## src/rtl/tm1637_pkg.sv

```systemverilog
// rtl/tm1637_pkg.sv - shared state encoding and timing constants for the TM1637 burst master
package tm1637_pkg;

  localparam int HALF_CYC_DEFAULT = 256;
  // Wide enough for the largest legal half-bit length (1023)
  localparam int PHASE_CNT_W = 10;

  typedef enum logic [3:0] {
    IDLE,
    START,
    BIT_LO,
    BIT_HI,
    ACK_LO,
    ACK_HI,
    HOLD,
    RD_LO,
    RD_HI,
    RACK_LO,
    RACK_HI,
    STOP_A,
    STOP_B,
    STOP_C
  } state_t;

endpackage

```

## src/rtl/tm1637_phase_timer.sv

```systemverilog
// rtl/tm1637_phase_timer.sv - half-bit phase counter with single-cycle done at HALF_CYC-1
module tm1637_phase_timer
  import tm1637_pkg::*;
#(
  parameter int HALF_CYC = HALF_CYC_DEFAULT
) (
  input  logic clk,
  input  logic rst,
  input  logic restart,
  output logic done
);

  localparam logic [PHASE_CNT_W-1:0] LAST = PHASE_CNT_W'(HALF_CYC - 1);

  logic [PHASE_CNT_W-1:0] r_cnt;

  // Saturates at LAST so untimed states never wrap the count
  always_ff @(posedge clk) begin
    if (rst || restart) begin
      r_cnt <= '0;
    end else if (!done) begin
      r_cnt <= r_cnt + PHASE_CNT_W'(1);
    end
  end

  assign done = (r_cnt == LAST);

endmodule

```

## src/rtl/tm1637_burst.sv

```systemverilog
// rtl/tm1637_burst.sv - TM1637 two-wire burst master: byte stream in, open-drain SCL/SDA out
module tm1637_burst
  import tm1637_pkg::*;
#(
  parameter int HALF_CYC  = HALF_CYC_DEFAULT,
  parameter int ACK_CHECK = 1
) (
  input  logic       clk,
  input  logic       rst,
  input  logic       s_valid,
  input  logic [7:0] s_data,
  input  logic       s_last,
  input  logic       s_rd,
  output logic       s_ready,
  output logic       m_valid,
  output logic [7:0] m_data,
  output logic       busy,
  output logic       ack_err,
  output logic       scl_oe,
  output logic       sda_oe,
  input  logic       sda_in
);

  state_t     r_state;
  state_t     w_next;
  logic [7:0] r_byte;
  logic [7:0] r_m_data;
  logic [2:0] r_idx;
  logic       r_last;
  logic       r_rd;
  logic       r_ack_err;
  logic       r_m_valid;

  logic       w_done;
  logic       w_restart;
  logic       w_accept;
  logic       w_hi_done;
  logic       w_idx_clr;

  tm1637_phase_timer #(
    .HALF_CYC(HALF_CYC)
  ) u_timer (
    .clk    (clk),
    .rst    (rst),
    .restart(w_restart),
    .done   (w_done)
  );

  assign s_ready  = ((r_state == IDLE) || (r_state == HOLD)) && !rst;
  assign w_accept = s_valid && s_ready;

  always_comb begin
    w_next = r_state;
    scl_oe = 1'b0;
    sda_oe = 1'b0;
    case (r_state)
      IDLE: begin
        if (w_accept) w_next = START;
      end
      START: begin
        sda_oe = 1'b1;
        if (w_done) w_next = BIT_LO;
      end
      BIT_LO: begin
        scl_oe = 1'b1;
        sda_oe = ~r_byte[r_idx];
        if (w_done) w_next = BIT_HI;
      end
      BIT_HI: begin
        sda_oe = ~r_byte[r_idx];
        if (w_done) w_next = (r_idx == 3'd7) ? ACK_LO : BIT_LO;
      end
      ACK_LO: begin
        scl_oe = 1'b1;
        if (w_done) w_next = ACK_HI;
      end
      ACK_HI: begin
        // Read frames carry only the command byte before the single read byte
        if (w_done) begin
          if (r_rd)        w_next = RD_LO;
          else if (r_last) w_next = STOP_A;
          else             w_next = HOLD;
        end
      end
      HOLD: begin
        scl_oe = 1'b1;
        if (w_accept) w_next = BIT_LO;
      end
      RD_LO: begin
        scl_oe = 1'b1;
        if (w_done) w_next = RD_HI;
      end
      RD_HI: begin
        if (w_done) w_next = (r_idx == 3'd7) ? RACK_LO : RD_LO;
      end
      RACK_LO: begin
        scl_oe = 1'b1;
        sda_oe = 1'b1;
        if (w_done) w_next = RACK_HI;
      end
      RACK_HI: begin
        sda_oe = 1'b1;
        if (w_done) w_next = STOP_A;
      end
      STOP_A: begin
        scl_oe = 1'b1;
        sda_oe = 1'b1;
        if (w_done) w_next = STOP_B;
      end
      STOP_B: begin
        sda_oe = 1'b1;
        if (w_done) w_next = STOP_C;
      end
      STOP_C: begin
        if (w_done) w_next = IDLE;
      end
      default: begin
        w_next = IDLE;
      end
    endcase
  end

  assign w_restart = (w_next != r_state);
  assign w_hi_done = ((r_state == BIT_HI) || (r_state == RD_HI)) && w_done;
  assign w_idx_clr = w_restart &&
                     ((r_state == START) || (r_state == HOLD) || (r_state == ACK_HI));

  always_ff @(posedge clk) begin
    if (rst) begin
      r_state   <= IDLE;
      r_byte    <= '0;
      r_m_data  <= '0;
      r_idx     <= '0;
      r_last    <= 1'b0;
      r_rd      <= 1'b0;
      r_ack_err <= 1'b0;
      r_m_valid <= 1'b0;
    end else begin
      r_state   <= w_next;
      r_m_valid <= (r_state == RACK_HI) && w_done;

      if (w_accept) begin
        r_byte <= s_data;
        r_last <= s_last;
      end

      if (w_accept && (r_state == IDLE)) begin
        r_rd      <= s_rd;
        r_ack_err <= 1'b0;
      end else if ((ACK_CHECK != 0) && (r_state == ACK_HI) && w_done && sda_in) begin
        r_ack_err <= 1'b1;
      end

      if (w_idx_clr) begin
        r_idx <= '0;
      end else if (w_hi_done) begin
        r_idx <= r_idx + 3'd1;
      end

      if ((r_state == RD_HI) && w_done) begin
        r_m_data[r_idx] <= sda_in;
      end
    end
  end

  assign busy    = (r_state != IDLE);
  assign m_valid = r_m_valid;
  assign m_data  = r_m_data;
  assign ack_err = (ACK_CHECK != 0) ? r_ack_err : 1'b0;

endmodule
```

## config.mk

```make
export PLATFORM = sky130hd
export DESIGN_NAME = tm1637_burst
export DESIGN_NICKNAME = d
export VERILOG_FILES = /design/src/rtl/tm1637_pkg.sv /design/src/rtl/tm1637_phase_timer.sv /design/src/rtl/tm1637_burst.sv
export SDC_FILE = /design/constraint.sdc
export NUM_CORES = 1
export LEC_CHECK = 0
export ABC_AREA = 1
export CAP_MARGIN = 20
export CORE_ASPECT_RATIO = 0.7
export CORE_MARGIN = 3
export CORE_UTILIZATION = 50
export CTS_CLUSTER_DIAMETER = 150
export DETAILED_ROUTE_END_ITERATION = 8
export PLACE_DENSITY = 0.74
export SLEW_MARGIN = 20
export SYNTH_ARGS = -nofsm -noshare
export SYNTH_HDL_FRONTEND = slang
export SYNTH_SLANG_ARGS = --single-unit
export TNS_END_PERCENT = 1
```

## constraint.sdc

```tcl
create_clock -name clk -period 3.5 [get_ports clk]
set_clock_uncertainty 0.2 [all_clocks]
set_input_delay 0.875 -clock clk [delete_from_list [all_inputs] [get_ports clk]]
set_output_delay 0.875 -clock clk [all_outputs]
set_load 0.01 [all_outputs]
```

# Word level (Yosys, flattened, before mapping)
# Cells that the tools add are included.
# W data, S select, Z words.
# totals
ff_bits	37
# op_classes
add_sub_neg	2
n_lt_le_gt_ge	2
n_eq_ne	16
mux	26
bitwise	1
n_reduce_logical	23
# ops
cell	n
$mux W4	17
$pmux W4 S14	1
$eq A4 B4 Y1 const B	6
$eq A4 B3 Y1 const B	4
$add A10 B1 Y10 const B	1
$eq A10 B8 Y1 const B	1
$logic_and A1 B1 Y1	10
$bwmux W8	1
$eq A4 B2 Y1 const B	2
$reduce_or A2 Y1	3
$reduce_or A6 Y1	1
$logic_or A1 B1 Y1	5
$reduce_or A5 Y1	1
$eq A4 B1 Y1 const B	1
$logic_not A4 Y1	1
$lt A3 B4 Y1 const B	1
$ne A4 B4 Y1	1
$reduce_bool A4 Y1	1
$add A3 B1 Y3 const B	1
$bmux W1 S3	1
$demux W1 S3	1
$eq A3 B3 Y1 const B	1
$ge A3 B1 Y1 const B	1
$mux W1	3
other kinds (4)	4

# Longest topological paths before layout
# logic_depth
word_depth	9
mapped_depth	16
ltp_nobuf	15

# Modules after synthesis
# A second synthesis with hierarchy kept.
# unflattened
hier_cells	306
area_unflattened_um2	2058.2
# by_module_without_submodules
module	instances	cells_each	area_per_inst_um2
tm1637_burst	1	231	1512.7
tm1637_phase_timer	1	75	545.5

# Worst setup path before layout
# Ideal clock, no wire load.
# synth_path
path_kind	input to output
startpoint	input port rst
endpoint	output port s_ready
arrival_ns	1.270
t_required_ns	2.425
path_slack_ns	1.155
stages	2
n_path_buf	1
cell_sequence	clkbuf_1 -> a21oi_1
# synth_between
elab_chain_cells	2
# synth_lines
element	line	source
start, declared	tm1637_burst.sv:9	input logic rst,
$logic_not A1 Y1	tm1637_burst.sv:49	assign s_ready = ((r_state == IDLE) || (r_state == HOLD)) && !rst;
$logic_and A1 B1 Y1	tm1637_burst.sv:49	
end, declared	tm1637_burst.sv:14	output logic s_ready,
# Every way passes these cells.

# Worst setup path in the final report
# layout_path
startpoint	register r_idx[0]
endpoint	output port sda_oe
# layout_between
elab_chain_cells	4
# layout_lines
element	line	source
start, declared	tm1637_burst.sv:28	logic [2:0] r_idx;
start signal, assigned	tm1637_burst.sv:157	r_idx <= r_idx + 3'd1;
$bmux W1 S3	tm1637_burst.sv:66, tm1637_burst.sv:70	
$mux W1 (implied by the code)	tm1637_burst.sv:66, tm1637_burst.sv:70	
$not A1 Y1	tm1637_burst.sv:66, tm1637_burst.sv:70	
$pmux W1 S2	tm1637_burst.sv:56	case (r_state)
end, declared	tm1637_burst.sv:20	output logic sda_oe,
# Every way passes these cells. The select of a mux whose other input is x is not followed.

==> metrics.cfg <==
[status]
outcome = complete, no violations

[critical_path]
rr_worst_depth = 11
path_cells = inv_1 -> nor3_1 -> a22o_1 -> a21oi_1 -> nand3_1 -> nand4_1 -> clkdlybuf4s50_1
crit_end = sda_oe
worstSetupStartpoint = r_idx[0]
critical_path_buf_inv_count = 2
reg2reg_to = u_timer.r_cnt[2]
crit_family = buffers and inverters
path_depth = 7
cp-end-kind = output port
critPathMaxFanout = 7
cp_slowest_cell = clkdlybuf4s50_1
critical_path_class = flop to output port
worstSetupStartpointType = flop
required_ns = 2.42
regToRegSetupSlack_ns = 0.76
arrival_ns = 2.23
slowest_delay_ns = 0.50
reg2reg_from = u_timer.r_cnt[0]

[cells_and_area]
syn2layout_area_growth_pct = 22.3
fin_nets = 325
final_cell_mix = 71 x nand2_1, 37 x dfxtp_1, 27 x clkdlybuf4s50_1
stdcell_count = 359
final_layout_size_suffix_gt1_frac = 0.0971
final_util = 0.661
final_common_cell = nand2_1
nFillCells = 349
antennaDiodeCount = 0

[synthesis]
async_flop_share = 0
netlist_top_cells_area = dfxtp_1 38%, nand2_1 14%, nand3_1 6.1%, nor2_1 4.8%, inv_1 4.6%
syn_inst = 278
synth_edf_count = 0
synthesis.area_um2 = 1970
syn_nets = 295
synth_top_cell_area_share = 0.376
ys_seq_area_frac = 0.376
ys_seq_elements = 37
synthFlopType = dfxtp_1
syn_area_per_cell_um2 = 7.09
ys_types = 35
synth_largest_area_cell = dfxtp_1
yosysWarnings = 0

[global_route]
antenna_found_initial = 0
grtUsageTotal = 0.220
grt_max_degree = 21
grt_pass1_wl_um = 7990
overflow = 0
first_global_vias = 1694

[drt]
drtIter0Drc = 327
drc = 0
routed_wl_um = 4810
vias_per_cell = 5.39
vias = 1936
ant_nets = 0
avgRoutedWirePerCell_um = 13.4
dr.pass1.iters = 4

[sta]
finalSetupViolations = 0
finalMaxSlewViolations = 0
tightest_slew_ns = 0.508
hold_violations = 0
period_minus_slack_ns = 3.30
rsz0062_at_grt = no
finalCritPeriodShare = 0.944
fmaxAchievable_ghz = 0.303
relSlewSlack = 0.658
finalSetupTns_ns = 0
layout_setup_ws_ns = 0.196

[clock_network]
clock_sinks = 37
clkTransAtPathRegs_ns = 0.07
insertion_delay_ns = 0.29
ctsRootBufferMaster = clkbuf_8
cts_made_buffers = 5
htree_levels = 2
hold_buffers = 0
cts_buffer_depth = 2
tritoncts = built

[power]
power.density_nw_per_um2 = 375
ir_worst_vdd_uv = 232
p_leak_nw = 1.01

[placed_design]
dp.cells = 351
gp_congestion = 0.983
dp_hpwl_um = 3620
io_buffers = 27
post-place-ws_ns = 0.362

[die]
die_h_um = 58.5
start_util = 0.540
dieArea_um2 = 4750
fp.dieW_um = 81.1
fp-row-count = 18
io_pins = 28
core_area_um2 = 3650

[job]
drv_cap = 0

[min_path]
hold_class = flop to flop

==> tightest hold or removal path, delay by kind of cell (launching register included) <==
| family | cells | cell delay (ns) |
|---|---|---|
| simple gates | 2 | 0.11 |
| flops | 1 | 0.32 |
==> Yosys cell counts, drive strengths merged, types with 4 or more instances <==
cell type	number
a21oi	17
nand2	72
a311oi	7
nand4	8
clkbuf	4
inv	27
dfxtp	37
nor3	7
o21ai	9
nand3	25
nor2	33
xor2	6
==> sequential cells by signal, summed over array words and instances (netlist names) <==
signal	count
m_valid	1
r_byte	8
r_rd	1
ack_err	1
u_timer.r_cnt	10
r_state	4
m_data	8
r_last	1
r_idx	3
==> stage by stage <==
stage                     power [mW]  hold slack, ns  area [um2]
after floorplan                0.496           0.232        1970
after CTS                      0.910           0.273        2410
after detailed placement       0.533           0.262        2290
after global routing           0.942           0.290        2410
final                          0.905           0.271        2410
after global placement         0.532           0.255        2290
==> final cells by class <==
class / instances / area, um2 / area share
Timing Repair Buffer: 30 / 293 / 0.121
Clock buffer: 7 / 86.3 / 0.0358
Clock inverter: 1 / 30.0 / 0.0124
Tap cell: 50 / 62.6 / 0.0259
Inverter: 29 / 109 / 0.0451
Multi-Input combinational cell: 205 / 1090 / 0.452
Sequential cell: 37 / 741 / 0.307
==> layer usage <==
layer / up-vias / track usage / wire, um
met5: - / 0 / 0
met4: 0 / 0.0627 / 38
met3: 5 / 0.0612 / 432
met2: 85 / 0.282 / 1790
met1: 853 / 0.347 / 2540
li1: 993 / - / -
==> cells by family after synthesis <==
group	count (synthesis)	synth area share
adder cells (fa/ha/maj)	3	0.0190
AND/OR/NAND/NOR	149	0.343
multiplexers	2	0.0114
AO/OA/AOI/OAI	43	0.142
buffers and inverters	36	0.0736
XOR/XNOR	8	0.0355
flip-flops	37	0.376
==> worst min path at each step <==
stage | startpoint | to | depth (start not counted)
final | r_byte[4] | r_byte[4] | 2
after global routing | r_byte[4] | r_byte[4] | 2
after CTS | r_byte[4] | r_byte[4] | 2
after detailed placement | r_byte[4] | r_byte[4] | 2
after global placement | r_byte[4] | r_byte[4] | 2
after floorplan | r_byte[2] | r_byte[2] | 2
==> power breakdown <==
group          leakage, nW  internal, mW  switching [mW]
registers            0.300         0.433          0.0100
clock network       0.0585         0.232           0.148
logic                0.649        0.0365          0.0439
total                 1.01         0.702           0.202
==> repair_timing <==
| action | in CTS | in global routing |
|---|---|---|
| setup buffers | 0 | 0 |
| resized for setup | 0 | 1 |
| endpoints found under the setup margin | 0 | 1 |
Note: power is estimated with default switching activity, not from simulation.
